==> config.mk <==
export PLATFORM = sky130hd
export DESIGN_NAME = encrypt_arbiter
export DESIGN_NICKNAME = d
export VERILOG_FILES = /design/src/rtl/encrypt_arbiter.sv
export SDC_FILE = /design/constraint.sdc
export NUM_CORES = 1
export LEC_CHECK = 0
export ABC_CLOCK_PERIOD_IN_PS = 3600
export BUFFER_PORTS_ARGS = -buffer_cell sky130_fd_sc_hd__buf_2
export CAP_MARGIN = 40
export CORE_MARGIN = 1
export CORE_UTILIZATION = 40
export CTS_BUF_LIST = sky130_fd_sc_hd__clkbuf_4
export DETAILED_ROUTE_END_ITERATION = 8
export PLACE_DENSITY = 0.69
export SETUP_SLACK_MARGIN = 0.02
export SLEW_MARGIN = 20
export SYNTH_ARGS = -nofsm -noshare
export SYNTH_HDL_FRONTEND = slang
export SYNTH_SLANG_ARGS = --single-unit
==> constraint.sdc <==
create_clock -name clk -period 3.6 [get_ports clk]
set_clock_uncertainty 0.05 [all_clocks]
set_input_delay 0.18 -clock clk [delete_from_list [all_inputs] [get_ports clk]]
set_output_delay 0.18 -clock clk [all_outputs]
set_load 0.05 [all_outputs]
==> src/rtl/encrypt_arbiter.sv <==
// Round-robin share of one encrypt core between requesters A and B.
// Optional grant counters: define ENCRYPT_ARB_STATS_EN.
module encrypt_arbiter #(
  parameter int CORE_LAT   = 1,
  parameter int FIFO_DEPTH = 4
) (
  input  logic       clk,
  input  logic       n_rst,
  input  logic       req_a,
  input  logic [1:0] sel_a,
  input  logic [7:0] data_a,
  output logic       gnt_a,
  input  logic       req_b,
  input  logic [1:0] sel_b,
  input  logic [7:0] data_b,
  output logic       gnt_b,
  output logic [1:0] core_select,
  output logic [7:0] core_data,
  input  logic [7:0] core_en_data,
`ifdef ENCRYPT_ARB_STATS_EN
  input  logic        stats_clr,
  output logic [15:0] cnt_a,
  output logic [15:0] cnt_b,
`endif
  output logic       out_valid,
  output logic [7:0] out_data,
  output logic       out_id,
  input  logic       out_ready
);

  localparam int AW = $clog2(FIFO_DEPTH);
  localparam int TL = CORE_LAT + 1;

  logic          last_grant;
  logic          grant;
  logic [TL-1:0] tag_v;
  logic [TL-1:0] tag_id;
  logic [AW:0]   wr_ptr;
  logic [AW:0]   rd_ptr;
  logic [AW:0]   fifo_count;
  logic [7:0]    mem_data [FIFO_DEPTH];
  logic          mem_id   [FIFO_DEPTH];
  logic [15:0]   occ;
  logic          space;
  logic          push;
  logic          pop;
  logic          empty;

  // Credit covers bytes in the core plus bytes queued.
  always_comb begin
    occ = 16'(fifo_count);
    for (int i = 0; i < TL; i++) begin
      occ = occ + 16'(tag_v[i]);
    end
  end

  assign space = n_rst && (occ < 16'(FIFO_DEPTH));

  always_comb begin
    gnt_a = 1'b0;
    gnt_b = 1'b0;
    unique case (1'b1)
      !space: begin
      end
      space && req_a && req_b: begin
        gnt_a = last_grant;
        gnt_b = !last_grant;
      end
      space && req_a && !req_b: gnt_a = 1'b1;
      space && !req_a && req_b: gnt_b = 1'b1;
      default: begin
      end
    endcase
  end

  assign grant = gnt_a | gnt_b;

  always_ff @(posedge clk or negedge n_rst) begin
    if (!n_rst) begin
      core_select <= 2'd0;
      core_data   <= 8'd0;
      last_grant  <= 1'b1;
    end else if (grant) begin
      core_select <= gnt_b ? sel_b : sel_a;
      core_data   <= gnt_b ? data_b : data_a;
      last_grant  <= gnt_b;
    end
  end

  always_ff @(posedge clk or negedge n_rst) begin
    if (!n_rst) begin
      tag_v  <= '0;
      tag_id <= '0;
    end else begin
      tag_v  <= {tag_v[TL-2:0], grant};
      tag_id <= {tag_id[TL-2:0], gnt_b};
    end
  end

  assign push       = tag_v[TL-1];
  assign empty      = (wr_ptr == rd_ptr);
  assign fifo_count = wr_ptr - rd_ptr;
  assign out_valid  = !empty;
  assign pop        = out_valid && out_ready;

  always_ff @(posedge clk) begin
    if (push) begin
      mem_data[wr_ptr[AW-1:0]] <= core_en_data;
      mem_id[wr_ptr[AW-1:0]]   <= tag_id[TL-1];
    end
  end

  always_ff @(posedge clk or negedge n_rst) begin
    if (!n_rst) begin
      wr_ptr <= '0;
      rd_ptr <= '0;
    end else begin
      if (push) wr_ptr <= wr_ptr + (AW+1)'(1);
      if (pop)  rd_ptr <= rd_ptr + (AW+1)'(1);
    end
  end

  assign out_data = out_valid ? mem_data[rd_ptr[AW-1:0]] : 8'h00;
  assign out_id   = out_valid ? mem_id[rd_ptr[AW-1:0]] : 1'b0;

`ifdef ENCRYPT_ARB_STATS_EN
  always_ff @(posedge clk or negedge n_rst) begin
    if (!n_rst) begin
      cnt_a <= 16'd0;
      cnt_b <= 16'd0;
    end else if (stats_clr) begin
      cnt_a <= 16'd0;
      cnt_b <= 16'd0;
    end else begin
      if (gnt_a && cnt_a != 16'hFFFF) cnt_a <= cnt_a + 16'd1;
      if (gnt_b && cnt_b != 16'hFFFF) cnt_b <= cnt_b + 16'd1;
    end
  end
`endif

endmodule

==> After elaboration in Yosys (flattened, before gate mapping) <==
Memories as Yosys holds them, arrays and structs flattened.
Index checks and enable logic that the tools add are counted.
{ "word_totals": {"reg_bits": 21, "latch_bits": 0, "ram_bits": 36, "romBits": 0, "in_bits": 33, "output_inout_bits": 22, "wordCells": 36, "n_memories": 2} }
{ "op_classes": {"addsub": 5, "n_mul": 0, "div_mod_pow": 0, "n_lt_le_gt_ge": 1, "n_eq_ne": 1, "shifts": 0, "n_mux": 8, "bitwise": 1, "n_reduce_logical": 11} }
{ "memory_table": {"columns": ["name", "words", "word_bits", "read_ports", "rd_ports_with_merged_regs", "write_ports", "line", "text"], "rows": [
  ["mem_data", 4, 8, 1, 0, 1, "41", "logic [7:0] mem_data [FIFO_DEPTH];"],
  ["mem_id", 4, 1, 1, 0, 1, "42", "logic mem_id [FIFO_DEPTH];"]
]} }
{ "ops": {"columns": ["op", "count"], "rows": [
  ["$mux W8", 2],
  ["$logic_and A1 B1 Y1", 7],
  ["$add A3 B1 Y3 const B", 2],
  ["$add A4 B1 Y5", 1],
  ["$lt A5 B3 Y1 const B", 1],
  ["$add A3 B1 Y4", 1],
  ["$logic_not A1 Y1", 4],
  ["$pmux W1 S2", 2],
  ["$eq A3 B3 Y1", 1],
  ["$mux W1", 3],
  ["$sub A3 B3 Y3", 1],
  ["$mux W2", 1],
  ["$or A1 B1 Y1", 1]
]} }

==> Depth between registers and ports, before layout <==
{ "logic_depth": {"word_depth": 9, "ltp_mapped": 8} }

==> Worst setup path before layout <==
No wires, ideal clock.
{ "synth_timing": {"path_kind": "register to output", "from": "register wr_ptr[0]", "to": "output port gnt_a", "t_arrival_ns": 2.113, "t_required_ns": 3.370, "slack_ns": 1.257, "stages_incl_launch_ff": 7, "n_path_buf": 0, "path_cell_list": "dfrtp_1 > inv_1 > ha_1 > fa_1 > xnor3_2 > o2111ai_1 > nor2b_1"} }
{ "synth_via": {"elab_chain_len": 8, "word_cells_on_any_way": 9, "cone_classes": "add/sub: 3; order compare: 1; mux: 1; reduce/logical: 4"} }
{ "synth_lines": {"columns": ["item", "line", "text"], "rows": [
  ["start: declaration", "38", "logic [AW:0] wr_ptr;"],
  ["start signal: assignment", "118", "if (push) wr_ptr <= wr_ptr + (AW+1)'(1);"],
  ["$sub A3 B3 Y3 (*)", "102", "assign fifo_count = wr_ptr - rd_ptr;"],
  ["$add A3 B1 Y4 (*)", "53", "occ = occ + 16'(tag_v[i]);"],
  ["$add A4 B1 Y5 (*)", "53", null],
  ["$lt A5 B3 Y1 (*)", "57", "assign space = n_rst && (occ < 16'(FIFO_DEPTH));"],
  ["$logic_and A1 B1 Y1 (*)", "57", null],
  ["$logic_and A1 B1 Y1 (*)", "65, 69", null],
  ["$logic_and A1 B1 Y1 (on tied branches)", "69, 65", null],
  ["$pmux W1 S2 (*)", "62", "unique case (1'b1)"],
  ["end: declaration", "12", "output logic gnt_a,"]
]} }
Mark *: on every way between the ends. The rest lies on a longest branch, timed or not.

==> Worst setup path after layout <==
{ "layout_timing": {"from": "register rd_ptr[1]", "to": "output port out_data[6]"} }
{ "layout_via": {"elab_chain_len": 2, "word_cells_on_any_way": 3, "cone_classes": "eq/ne: 1; mux: 1; memory: 1"} }
{ "layout_lines": {"columns": ["item", "line", "text"], "rows": [
  ["start: declaration", "39", "logic [AW:0] rd_ptr;"],
  ["start signal: assignment", "119", "if (pop) rd_ptr <= rd_ptr + (AW+1)'(1);"],
  ["$mem_v2 Z4 W8 / $eq A3 B3 Y1 (equally long branches)", null, null],
  ["$mux W8 (*)", "123", "assign out_data = out_valid ? mem_data[rd_ptr[AW-1:0]] : 8'h00;"],
  ["end: declaration", "26", "output logic [7:0] out_data,"]
]} }
Marked as above.

==> flow_results.xml <==
<?xml version="1.0" encoding="UTF-8"?>
<metrics>
  <group name="run_status">
    <metric name="status" unit="">finished clean</metric>
  </group>
  <group name="synth">
    <metric name="synthesis.nets" unit="">183</metric>
    <metric name="synth-edff-count" unit="">36</metric>
    <metric name="synth_area" unit="sq um">2497</metric>
    <metric name="syn_area_per_cell" unit="sq um">17.71</metric>
    <metric name="ys_async_sr_fraction" unit="">0.3684</metric>
    <metric name="yosys_most_used_dff" unit="">sky130_fd_sc_hd__edfxtp_1</metric>
    <metric name="mapped_cells" unit="">141</metric>
    <metric name="postSynthRegisterBits" unit="">57</metric>
    <metric name="ys.warnings.count" unit="">0</metric>
    <metric name="synthDistinctLibCells" unit="">28</metric>
    <metric name="synth-seq-area-share" unit="">0.6438</metric>
  </group>
  <group name="detailed_routing">
    <metric name="wire_per_inst" unit="microns">14.51</metric>
    <metric name="detail_route.iter0.violations" unit="">27</metric>
    <metric name="vias_per_cell" unit="">4.745</metric>
    <metric name="firstDrtPassIters" unit="">4</metric>
    <metric name="drtAntennaViolNets" unit="">0</metric>
    <metric name="route.detailed.drc" unit="">0</metric>
    <metric name="detailroute.via_count" unit="">1395</metric>
    <metric name="routed_wirelength" unit="microns">4267</metric>
  </group>
  <group name="sta">
    <metric name="timing_worst_slew_pin_value" unit="ns">0.7364</metric>
    <metric name="unrepaired_setup_endpoints_after_global_routing" unit="">false</metric>
    <metric name="slew_violations" unit="">0</metric>
    <metric name="timing.final.crit_period" unit="ns">2.706</metric>
    <metric name="fin_tns_setup" unit="ns">0</metric>
    <metric name="post-route-period-util" unit="">0.7518</metric>
    <metric name="setup_viol" unit="">0</metric>
    <metric name="layout_setup_ws" unit="ns">0.8936</metric>
    <metric name="timing.final.hold_violations" unit="">0</metric>
    <metric name="slew-limit-headroom" unit="">0.5073</metric>
    <metric name="max_freq" unit="MHz">369.5</metric>
  </group>
  <group name="placement">
    <metric name="port_buffers" unit="">54</metric>
    <metric name="globalplace.congestion" unit="">0.7209</metric>
    <metric name="placement.setup.worst_slack" unit="ns">1.144</metric>
    <metric name="placed_cell_area" unit="sq um">2851</metric>
    <metric name="post-dp-hpwl" unit="microns">3003</metric>
  </group>
  <group name="global_routing">
    <metric name="first_global_vias" unit="">1442</metric>
    <metric name="grt_max_degree" unit="">25</metric>
    <metric name="global_route.overflow_total" unit="">0</metric>
    <metric name="grt_pass1_wl" unit="microns">6755</metric>
    <metric name="global_route.usage.total" unit="">0.1508</metric>
    <metric name="grt_antenna_before_repair" unit="">0</metric>
  </group>
  <group name="die">
    <metric name="io-pin-count" unit="">55</metric>
    <metric name="placement_rows" unit="">28</metric>
    <metric name="floorplan.die.height" unit="microns">81.02</metric>
    <metric name="core_area" unit="sq um">5956</metric>
    <metric name="design.die.area" unit="sq um">6563</metric>
    <metric name="horizontal_die_dimension" unit="microns">81.02</metric>
    <metric name="start_util" unit="">0.4193</metric>
  </group>
  <group name="finish">
    <metric name="flow.area_growth_from_synthesis" unit="%">22.65</metric>
    <metric name="mostFrequentLayoutCell" unit="">sky130_fd_sc_hd__buf_2</metric>
    <metric name="fraction_of_layout_instances_using_a_drive_strength_above_1" unit="">0.4703</metric>
    <metric name="nFillCells" unit="">507</metric>
    <metric name="final_core_utilization" unit="">0.5143</metric>
    <metric name="stdcell_area" unit="sq um">3063</metric>
    <metric name="finalNetCount" unit="">256</metric>
    <metric name="antenna-diode-count" unit="">0</metric>
    <metric name="layout.cells.most_common_list" unit="">sky130_fd_sc_hd__buf_2 (54), sky130_fd_sc_hd__edfxtp_1 (36), sky130_fd_sc_hd__dfrtp_1 (20)</metric>
  </group>
  <group name="critical_path">
    <metric name="critPathCaptureType" unit="">primary output</metric>
    <metric name="critPathArrivalTime" unit="ns">2.48</metric>
    <metric name="crit_path_max_incr_delay" unit="ns">0.70</metric>
    <metric name="timing.critical_path.from_type" unit="">flop</metric>
    <metric name="critPathRequiredTime" unit="ns">3.37</metric>
    <metric name="critical_path_class" unit="">reg -&gt; out</metric>
    <metric name="crit_path_cell_trace" unit="">inv_1 -&gt; ha_1 -&gt; nand2_1 -&gt; nor2_1 -&gt; nor2b_1 -&gt; buf_2</metric>
    <metric name="crit_path_slowest_cell" unit="">sky130_fd_sc_hd__dfrtp_1</metric>
    <metric name="crit_fanout" unit="">13</metric>
  </group>
  <group name="clock_tree">
    <metric name="clock_transition_at_the_registers_of_the_reported_paths" unit="ns">0.08</metric>
    <metric name="clock_path_buffers" unit="">2</metric>
    <metric name="worst_skew_pair.late_latency" unit="ns">0.39</metric>
    <metric name="cts_num_sinks" unit="">57</metric>
    <metric name="cts.repair_timing.setup_buffer_count" unit="">0</metric>
    <metric name="cts.htree.levels" unit="">3</metric>
    <metric name="cts_root_buf" unit="">sky130_fd_sc_hd__clkbuf_4</metric>
    <metric name="post_cts_resize_count" unit="">0</metric>
    <metric name="cts_tree" unit="">done</metric>
    <metric name="cts_hold_buffers" unit="">10</metric>
    <metric name="clock_buffers_created_by_tritoncts" unit="">9</metric>
  </group>
  <group name="min_path">
    <metric name="hp-class" unit="">in -&gt; reg</metric>
  </group>
  <group name="flow_run">
    <metric name="max_cap_violations" unit="">0</metric>
  </group>
</metrics>
==> Yosys cell counts (2+ instances only) <==
cell / count / area share
sky130_fd_sc_hd__and2_1: 4 / 0.010
sky130_fd_sc_hd__buf_2: 2 / 0.0040
sky130_fd_sc_hd__dfrtp_1: 20 / 0.20
sky130_fd_sc_hd__edfxtp_1: 36 / 0.43
sky130_fd_sc_hd__ha_1: 8 / 0.040
sky130_fd_sc_hd__inv_1: 6 / 0.0090
sky130_fd_sc_hd__mux2_2: 12 / 0.054
sky130_fd_sc_hd__mux2_4: 9 / 0.054
sky130_fd_sc_hd__mux4_2: 9 / 0.081
sky130_fd_sc_hd__nand2_1: 2 / 0.0030
sky130_fd_sc_hd__nor2_1: 2 / 0.0030
sky130_fd_sc_hd__nor2b_1: 10 / 0.025
sky130_fd_sc_hd__o211ai_1: 2 / 0.0060
sky130_fd_sc_hd__o21ai_0: 2 / 0.0040
sky130_fd_sc_hd__xnor2_1: 2 / 0.0070
sky130_fd_sc_hd__xor2_1: 3 / 0.011
==> routing by layer <==
metal  vias up  share of wire  track usage
li1        678              -            -
met1       644           0.44       0.1763
met2        64           0.47       0.2420
met3         9          0.075      0.06180
met4         0          0.017      0.06964
met5         -              0            0
==> area by class of cell <==
type	count	area [sq um]	area share
timing repair buffer	66	385.4	0.1258
multi-input combinational	74	842.1	0.2749
tap	75	93.84	0.03064
clock buffer	12	90.09	0.02941
sequential	57	1608	0.5249
clock inverter	4	21.27	0.006944
inverter	6	22.52	0.007353
==> critical path, delay by kind of cell, from the launching register on <==
family | cells | cell delay (ns)
fa+ha+maj | 1 | 0.29
buf+inv | 2 | 0.34
flops | 1 | 0.70
simple gates | 3 | 0.76
==> sequential cells by signal, indices dropped and copies added, names as in the netlist <==
| signal | flops |
|---|---|
| core_data | 8 |
| core_select | 2 |
| last_grant | 1 |
| mem_data | 32 |
| mem_id | 4 |
| rd_ptr | 3 |
| tag_id | 2 |
| tag_v | 2 |
| wr_ptr | 3 |
==> stage by stage <==
stage / hold WS (ns) / instances
2_1_floorplan: -0.1656 / 141
3_3_place_gp: 0.1264 / 268
3_5_place_dp: 0.1372 / 268
4_1_cts: 0.04257 / 294
5_1_grt: 0.05979 / 294
6_report: 0.05368 / 294
==> worst paths after layout <==
| kind | startpoint | end | slack [ns] | cells past startpoint |
|---|---|---|---|---|
| worst min-delay path | out_ready | rd_ptr[2] | 0.05 | 3 |
| worst min register to register | tag_id[0] | tag_id[1] | 0.31 | 0 |
| worst max-delay path | rd_ptr[1] | out_data[6] | 0.89 | 6 |
| max in group asynchronous | n_rst | last_grant | 2.89 | 2 |
| worst max register to register | wr_ptr[0] | core_data[7] | 1.18 | 6 |
| min in group asynchronous | n_rst | tag_id[1] | 0.25 | 2 |
==> cell families after synthesis <==
group / count (synthesis) / synth area share
XOR/XNOR: 6 / 0.02706
AO/OA/AOI/OAI: 10 / 0.02906
multiplexers: 30 / 0.1894
AND/OR/NAND/NOR: 19 / 0.04359
flip-flops: 57 / 0.6438
buffers and inverters: 10 / 0.01904
adder cells (fa/ha/maj): 9 / 0.04810
Power is not shown: default switching activity piles up to over one toggle a cycle in this logic, so the estimate is an artifact.
